**src/rtl/softplus_pkg.sv**
```systemverilog
`default_nettype none
// ============================================================================
// Module      : softplus_pkg
// Description : Shared Q8.8 format constants, the characterised input window
//               of softplus_squared, an operand clamp helper and a tag-width
//               helper for the softplus_sq_sched slice.
// Revision    : 1.0 - initial release
// ============================================================================
package softplus_pkg;

  localparam int WIDTH = 16;
  localparam int FRAC  = 8;

  // Characterised input window of softplus_squared: [-7.0, +7.0] in Q8.8.
  localparam logic [WIDTH-1:0] X_MIN = 16'hF900;
  localparam logic [WIDTH-1:0] X_MAX = 16'h0700;

  typedef struct packed {
    logic [WIDTH-1:0] val;
    logic             sat;
  } clamp_t;

  // Signed clamp into [X_MIN, X_MAX]; sat flags that the value was changed.
  // The window edges themselves pass through untouched.
  function automatic clamp_t clamp(input logic [WIDTH-1:0] x);
    clamp_t r;
    r.val = x;
    r.sat = 1'b0;
    if ($signed(x) < $signed(X_MIN)) begin
      r.val = X_MIN;
      r.sat = 1'b1;
    end else if ($signed(x) > $signed(X_MAX)) begin
      r.val = X_MAX;
      r.sat = 1'b1;
    end
    return r;
  endfunction

  // Bits needed to encode an index in 0..n-1, never less than one.
  function automatic int tag_width(input int n);
    int w;
    w = 1;
    for (int i = 0; i < 30; i++) begin
      if ((1 << w) < n) w = w + 1;
    end
    return w;
  endfunction

endpackage
`default_nettype wire

```
**src/rtl/softplus_sq_sched_rr_arbiter.sv**
```systemverilog
`default_nettype none
// ============================================================================
// Module      : rr_arbiter
// Description : Round-robin arbiter. The search for a requester starts at
//               the rotating pointer; on an accepted grant the pointer moves
//               to the slot after the winner, otherwise it holds.
// Ports       : clock  - rising-edge clock
//               rst    - asynchronous active-low reset (pointer to 0)
//               req    - request vector
//               accept - the current grant is being consumed this cycle
//               grant  - one-hot grant (zero when no request)
//               idx    - encoded index of the granted requester
// Revision    : 1.0 - initial release
// ============================================================================
module rr_arbiter #(
  parameter int N  = 4,
  parameter int IW = softplus_pkg::tag_width(N)
) (
  input  logic          clock,
  input  logic          rst,
  input  logic [N-1:0]  req,
  input  logic          accept,
  output logic [N-1:0]  grant,
  output logic [IW-1:0] idx
);

  logic [IW-1:0] r_ptr;
  logic          w_found;
  logic [IW-1:0] w_i;

  always_comb begin
    grant   = '0;
    idx     = '0;
    w_found = 1'b0;
    w_i     = '0;
    for (int k = 0; k < N; k++) begin
      w_i = IW'((int'(r_ptr) + k) % N);
      if (!w_found && req[w_i]) begin
        w_found    = 1'b1;
        grant[w_i] = 1'b1;
        idx        = w_i;
      end
    end
  end

  always_ff @(posedge clock or negedge rst) begin
    if (!rst) begin
      r_ptr <= '0;
    end else if (accept && w_found) begin
      r_ptr <= (idx == IW'(N-1)) ? '0 : idx + IW'(1);
    end
  end

endmodule
`default_nettype wire

```
**src/rtl/softplus_squared.sv**
```systemverilog
`default_nettype none
// ============================================================================
// Module      : softplus_squared
// Description : Combinational softplus(x)^2 in Q8.8. Piecewise-linear
//               interpolation between knots at every integer x in [-7, +7];
//               inputs outside the window are held at the nearest knot.
// Ports       : operand - signed Q8.8 input
//               out     - softplus(operand)^2, Q8.8
// Revision    : 1.0 - initial release
// ============================================================================
module softplus_squared #(
  parameter int WIDTH = 16,
  parameter int FRAC  = 8
) (
  input  logic [WIDTH-1:0] operand,
  output logic [WIDTH-1:0] out
);

  // Offset that maps x = -7.0 to zero, and the width of the whole window.
  localparam logic signed [WIDTH:0] c_off  = (WIDTH+1)'(7 << FRAC);
  localparam logic signed [WIDTH:0] c_span = (WIDTH+1)'(14 << FRAC);

  // round(256 * ln(1 + e^x)^2) at x = -7 .. +7. Index 15 repeats the last
  // knot so the x = +7.0 lookup has a zero-slope neighbour.
  function automatic logic [WIDTH-1:0] knot(input logic [3:0] k);
    logic [WIDTH-1:0] v;
    case (k)
      4'd0:    v = WIDTH'(0);
      4'd1:    v = WIDTH'(0);
      4'd2:    v = WIDTH'(0);
      4'd3:    v = WIDTH'(0);
      4'd4:    v = WIDTH'(1);
      4'd5:    v = WIDTH'(4);
      4'd6:    v = WIDTH'(25);
      4'd7:    v = WIDTH'(123);
      4'd8:    v = WIDTH'(442);
      4'd9:    v = WIDTH'(1158);
      4'd10:   v = WIDTH'(2379);
      4'd11:   v = WIDTH'(4133);
      4'd12:   v = WIDTH'(6417);
      4'd13:   v = WIDTH'(9224);
      default: v = WIDTH'(12547);
    endcase
    return v;
  endfunction

  logic signed [WIDTH:0]      w_off;
  logic [3:0]                 w_idx;
  logic [FRAC-1:0]            w_frac;
  logic [WIDTH-1:0]           w_base;
  logic [WIDTH-1:0]           w_next;
  logic [WIDTH-1:0]           w_diff;
  logic [WIDTH+FRAC-1:0]      w_prod;

  always_comb begin
    w_off  = $signed({operand[WIDTH-1], operand}) + c_off;
    w_idx  = 4'd0;
    w_frac = '0;
    if (w_off[WIDTH]) begin
      w_idx  = 4'd0;
      w_frac = '0;
    end else if (w_off >= c_span) begin
      w_idx  = 4'd14;
      w_frac = '0;
    end else begin
      w_idx  = w_off[FRAC+3:FRAC];
      w_frac = w_off[FRAC-1:0];
    end
    w_base = knot(w_idx);
    w_next = knot(w_idx + 4'd1);
    // Knots are monotonic, so the segment slope is never negative.
    w_diff = w_next - w_base;
    w_prod = (WIDTH+FRAC)'(w_diff) * (WIDTH+FRAC)'(w_frac);
    out    = w_base + WIDTH'(w_prod >> FRAC);
  end

endmodule
`default_nettype wire

```
**src/rtl/softplus_sq_sched.sv**
```systemverilog
`default_nettype none
// ============================================================================
// Module      : softplus_sq_sched
// Description : Shares one softplus_squared unit between N_REQ requesters.
//               Round-robin grant, operand clamp to [-7, +7], operand register
//               (S1) ahead of the unit and result register (S2) behind it, and
//               one tagged valid/ready result stream.
// Ports       : clock      - rising-edge clock
//               rst        - asynchronous active-low reset
//               req_valid  - per-requester operand valid
//               req_ready  - per-requester accept, at most one bit high
//               req_data   - packed operands, requester i at [i*WIDTH +: WIDTH]
//               out_valid  - result valid
//               out_ready  - downstream accept
//               out_data   - softplus(x)^2 of the clamped operand
//               out_tag    - requester index of the result
//               out_sat    - operand was clamped
//               sat_count  - clamped accepts since reset, saturating
//               sat_clr    - synchronous clear of sat_count
// Revision    : 1.0 - initial release
// ============================================================================
module softplus_sq_sched #(
  parameter int WIDTH = softplus_pkg::WIDTH,
  parameter int FRAC  = softplus_pkg::FRAC,
  parameter int N_REQ = 4,
  parameter int TAG_W = softplus_pkg::tag_width(N_REQ)
) (
  input  logic                   clock,
  input  logic                   rst,
  input  logic [N_REQ-1:0]       req_valid,
  output logic [N_REQ-1:0]       req_ready,
  input  logic [N_REQ*WIDTH-1:0] req_data,
  output logic                   out_valid,
  input  logic                   out_ready,
  output logic [WIDTH-1:0]       out_data,
  output logic [TAG_W-1:0]       out_tag,
  output logic                   out_sat,
  output logic [15:0]            sat_count,
  input  logic                   sat_clr
);

  import softplus_pkg::*;

  logic              w_adv1;
  logic              w_adv2;
  logic              w_acc;
  logic [N_REQ-1:0]  w_grant;
  logic [TAG_W-1:0]  w_gidx;
  logic [WIDTH-1:0]  w_sel;
  clamp_t            w_clamp;
  logic [WIDTH-1:0]  w_sp;

  logic              r_s1_valid;
  logic [WIDTH-1:0]  r_s1_data;
  logic [TAG_W-1:0]  r_s1_tag;
  logic              r_s1_sat;

  // S2 moves when it is empty or being drained; S1 moves when it is empty
  // or S2 is taking its contents this cycle.
  assign w_adv2 = !out_valid || out_ready;
  assign w_adv1 = !r_s1_valid || w_adv2;

  // The arbiter only grants a requester that is valid, so any valid request
  // while S1 can move is a completed handshake on the granted requester.
  assign w_acc  = w_adv1 && (|req_valid);

  rr_arbiter #(
    .N  (N_REQ),
    .IW (TAG_W)
  ) u_arb (
    .clock  (clock),
    .rst    (rst),
    .req    (req_valid),
    .accept (w_acc),
    .grant  (w_grant),
    .idx    (w_gidx)
  );

  assign req_ready = w_grant & {N_REQ{w_adv1}};
  assign w_sel     = req_data[int'(w_gidx)*WIDTH +: WIDTH];
  assign w_clamp   = clamp(w_sel);

  // S1: clamped operand, tag and clamp flag.
  always_ff @(posedge clock or negedge rst) begin
    if (!rst) begin
      r_s1_valid <= 1'b0;
      r_s1_data  <= '0;
      r_s1_tag   <= '0;
      r_s1_sat   <= 1'b0;
    end else if (w_adv1) begin
      r_s1_valid <= w_acc;
      if (w_acc) begin
        r_s1_data <= w_clamp.val;
        r_s1_tag  <= w_gidx;
        r_s1_sat  <= w_clamp.sat;
      end
    end
  end

  softplus_squared #(
    .WIDTH (WIDTH),
    .FRAC  (FRAC)
  ) u_sp (
    .operand (r_s1_data),
    .out     (w_sp)
  );

  // S2: output registers. An empty S1 drops out_valid; payload is left as is.
  always_ff @(posedge clock or negedge rst) begin
    if (!rst) begin
      out_valid <= 1'b0;
      out_data  <= '0;
      out_tag   <= '0;
      out_sat   <= 1'b0;
    end else if (w_adv2) begin
      out_valid <= r_s1_valid;
      if (r_s1_valid) begin
        out_data <= w_sp;
        out_tag  <= r_s1_tag;
        out_sat  <= r_s1_sat;
      end
    end
  end

  // Clamp statistics; clear wins over a same-cycle increment.
  always_ff @(posedge clock or negedge rst) begin
    if (!rst) begin
      sat_count <= '0;
    end else if (sat_clr) begin
      sat_count <= '0;
    end else if (w_acc && w_clamp.sat && (sat_count != 16'hFFFF)) begin
      sat_count <= sat_count + 16'd1;
    end
  end

endmodule
`default_nettype wire

```
**config.mk**
```make
export PLATFORM = sky130hd
export DESIGN_NAME = softplus_sq_sched
export DESIGN_NICKNAME = d
export VERILOG_FILES = /design/src/rtl/softplus_pkg.sv /design/src/rtl/softplus_sq_sched_rr_arbiter.sv /design/src/rtl/softplus_squared.sv /design/src/rtl/softplus_sq_sched.sv
export SDC_FILE = /design/constraint.sdc
export NUM_CORES = 1
export LEC_CHECK = 0
export BUFFER_PORTS_ARGS = -buffer_cell sky130_fd_sc_hd__buf_2
export CORE_MARGIN = 1
export CORE_UTILIZATION = 25
export DETAILED_ROUTE_END_ITERATION = 10
export GPL_TIMING_DRIVEN = 0
export PLACE_DENSITY_LB_ADDON = 0.15
export SLEW_MARGIN = 0
export SYNTH_ARGS = -nofsm -noshare
export SYNTH_HDL_FRONTEND = slang
export SYNTH_SLANG_ARGS = --single-unit
export TNS_END_PERCENT = 30
```
**constraint.sdc**
```tcl
create_clock -name clock -period 14.6 [get_ports clock]
set_input_delay 0 -clock clock [delete_from_list [all_inputs] [get_ports clock]]
set_output_delay 0 -clock clock [all_outputs]
set_load 0.005 [all_outputs]
```
==> results.cfg <==
[run_status]
status = complete, no violations

[critical_path]
cp.arrival_ps = 13170
worstPathRequired_ps = 14800
cp-startpoint = r_s1_data[8]
r2r.worst_path.cells = 48
cp_slowest_cell = xor2_1
crit_path_frequent_cell = ha_1
max_stage_delay_ps = 700
cp-endpoint = out_data[15]
worstSetupEndpointType = flop
reg2reg_to = out_data[15]
critPathLaunchType = flop
rr_startpoint = r_s1_data[8]
rrSetupSlack_ps = 1630
setup.worst_path.class = flop to flop
path_max_fanout = 12

[clocking]
insertion_delay_ps = 330
numCtsBuffers = 9
cts.path.max_buffers = 2
clock-root-buffer = clkbuf_16
cts_sinks = 58
path_clk_slew_ps = 60
cts_max_level = 3
cts_tree = done
cts.repair.resized = 0

[global_route]
grt_pass1_vias = 8674
grt_use_met2_pct = 25.4
grt_max_degree = 59
grt_usage_pct = 15.2
grt_use_met1_pct = 20.8
grt_pass1_wl_mm = 46.0
grt_use_met3_pct = 1.70
grt_overflow = 0
top_usage_layer = met2
grt_antenna_before_repair = 1

[synth]
synth_top_area_share_pct = 18.4
synthCells = 1123
synth_top_area_cell = fa_1
synth-main-ff-cell = dfrtp_1
syn_avg_cell_area_sq_um = 8.25
synth_enable_flop_cells = 0
yosysWarnings = 0
ys_seq_area_share_pct = 15.7
async_flop_share_pct = 100
netlist_top_cells_area = fa_1, dfrtp_1, ha_1
ys_ff_latch = 58
syn-cell-area_sq_um = 9270
synth.distinct_cells = 86
syn-num-nets = 1366

[pwr]
leakagePower_uw = 0.00536
cellPowerDensity_nw_per_um2 = 214
power.total_uw = 2300
peakVddDrop_uv = 172

[timing]
setup_tns_ps = 0
period_share_pct = 88.9
slew_violations = 0
layout_setup_ws_ps = 1630
hold_viol_final = 0
setup_violations = 0
skew_ps = 9.46
timing.final.crit_period_ps = 12970
relSlewSlack_pct = 27.1
rsz0062_at_grt = false
worst_pin_slew_ps = 1090
fmax_mhz = 77.1

[floorplanning]
io-pin-count = 112
die_y_um = 195
std_cell_rows = 70
chipWidth_um = 195
core_region_area_sq_um = 36500
dieArea_sq_um = 37800
start_util_pct = 25.4

[cells_and_area]
syn_to_final_growth_pct = 16.1
drive_above_1_share_pct = 15.4
final_cells = 1719
nets = 1489
utilization_pct = 29.5
fill_cells = 3915
diodes = 0

[place]
io_buffer_count = 108
gp_congestion = 0.831
dp_cells = 1699
place_hpwl_mm = 22.2
pre_cts_ws_ps = 1720

[min_path]
hold_class = input port to flop

[flow_run]
maxCapViolCount = 0

[routing]
drc_errors = 0
ant_nets = 0
vias_per_cell = 4.72
vias = 8121
drtIter0Drc = 330
wl_mm = 27.4
dr.pass1.iters = 4
wl_per_cell_um = 16.0
[final cells by class]
| cell class | instances | area [sq um] | share of cell area [%] |
|---|---|---|---|
| buffer | 40 | 194 | 1.80 |
| clock buffer | 10 | 229 | 2.13 |
| clock inverter | 6 | 91.3 | 0.849 |
| inverter | 137 | 517 | 4.80 |
| multi-input combinational | 888 | 7110 | 66.1 |
| sequential | 58 | 1450 | 13.5 |
| tap | 468 | 586 | 5.44 |
| timing repair buffer | 112 | 583 | 5.42 |
[stage by stage]
step | hold slack, ps | instance area, sq um
global placement | 305 | 10400
detailed placement | 312 | 10400
CTS | 21.5 | 10700
global route | 71.7 | 10800
finish | 40.1 | 10800
floorplan | -296 | 9270
[timing repair]
action | 4_1_cts | 5_1_grt
hold endpoints to repair | 2 | 58
hold buffers | 3 | 1
buffers inserted | 0 | 0
[cell usage in the layout (no fill, tap or decap), drive strengths merged, types with 10 or more instances in the layout]
master  count
a21o       25
a21oi      39
buf       122
clkbuf     36
dfrtp      58
fa         85
ha         86
inv       136
mux2       11
mux2i      35
nand2     104
nand2b     12
nand3      32
nand4      12
nor2      140
nor2b      10
nor3       31
nor4       24
o21ai      54
or2        28
or3        11
xnor2      36
xor2       16
[state kept, by name (all words and copies together), names as in the netlist]
signal / count
out_data: 16
r_s1_data: 16
sat_count: 16
out_tag: 2
r_s1_tag: 2
u_arb.r_ptr: 2
out_sat: 1
out_valid: 1
r_s1_sat: 1
r_s1_valid: 1
[worst min-delay path by stage]
stage,from,depth (start not counted),slack [ps],to
2_1_floorplan,rst,0,-300,out_data[0]
3_3_place_gp,req_valid[3],3,300,r_s1_valid
3_5_place_dp,req_valid[3],3,310,r_s1_valid
4_1_cts,rst,1,20,out_data[11]
5_1_grt,sat_clr,2,70,sat_count[10]
6_report,sat_clr,2,40,sat_count[12]
[cell families (layout without fill, tap and decap cells)]
group,Yosys count,in the layout,synth area share [%]
flops,58,58,15.7
mux,47,47,5.49
compound gates,186,186,13.5
fa+ha+maj,171,171,30.0
simple gates,432,432,22.8
buf+inv,177,305,7.67
xor+xnor,52,52,4.91
[report_power, final]
part           internal [uW]  switching [uW]  leakage, uW
clock network            150            78.6     0.000145
logic                    588            1230      0.00446
registers                205            43.5     0.000753
[cell usage after synthesis, drive strengths merged, types with 3 or more instances]
library cell  instances
nand3                32
o21a                  4
fa                   85
a22oi                 4
buf                  14
o31ai                 7
a31oi                 5
or2                  28
nand2b               12
a21boi                4
a221oi                5
inv                 136
or4                   4
o21ai                54
a211oi                8
nor4                 24
nand4                12
a31o                  4
and2                  4
nor3                 31
clkbuf               26
a311oi                3
nor2                140
xnor2                36
dfrtp                58
a21o                 25
xor2                 16
and3                  8
nor2b                10
ha                   86
mux2i                35
nand2               104
o211ai                5
mux2                 11
a21oi                39
or3                  11
[worst max-delay path, delay by kind of cell (launching register included)]
family,cells,cell delay [ps]
AO/OA/AOI/OAI,14,3160
flip-flops,1,460
AND/OR/NAND/NOR,15,3180
adder cells (fa/ha/maj),11,3870
buffers and inverters,6,1320
XOR/XNOR,2,850
[layer usage]
metal | part of all wire (%) | wire (um) | vias up
met5 | 0 | 0 | -
met4 | 1.1 | 299 | 0
met3 | 2.7 | 737 | 21
met2 | 48 | 13100 | 122
met1 | 49 | 13300 | 3948
li1 | - | - | 4030
No activity file was read; power rests on OpenSTA's default activity.
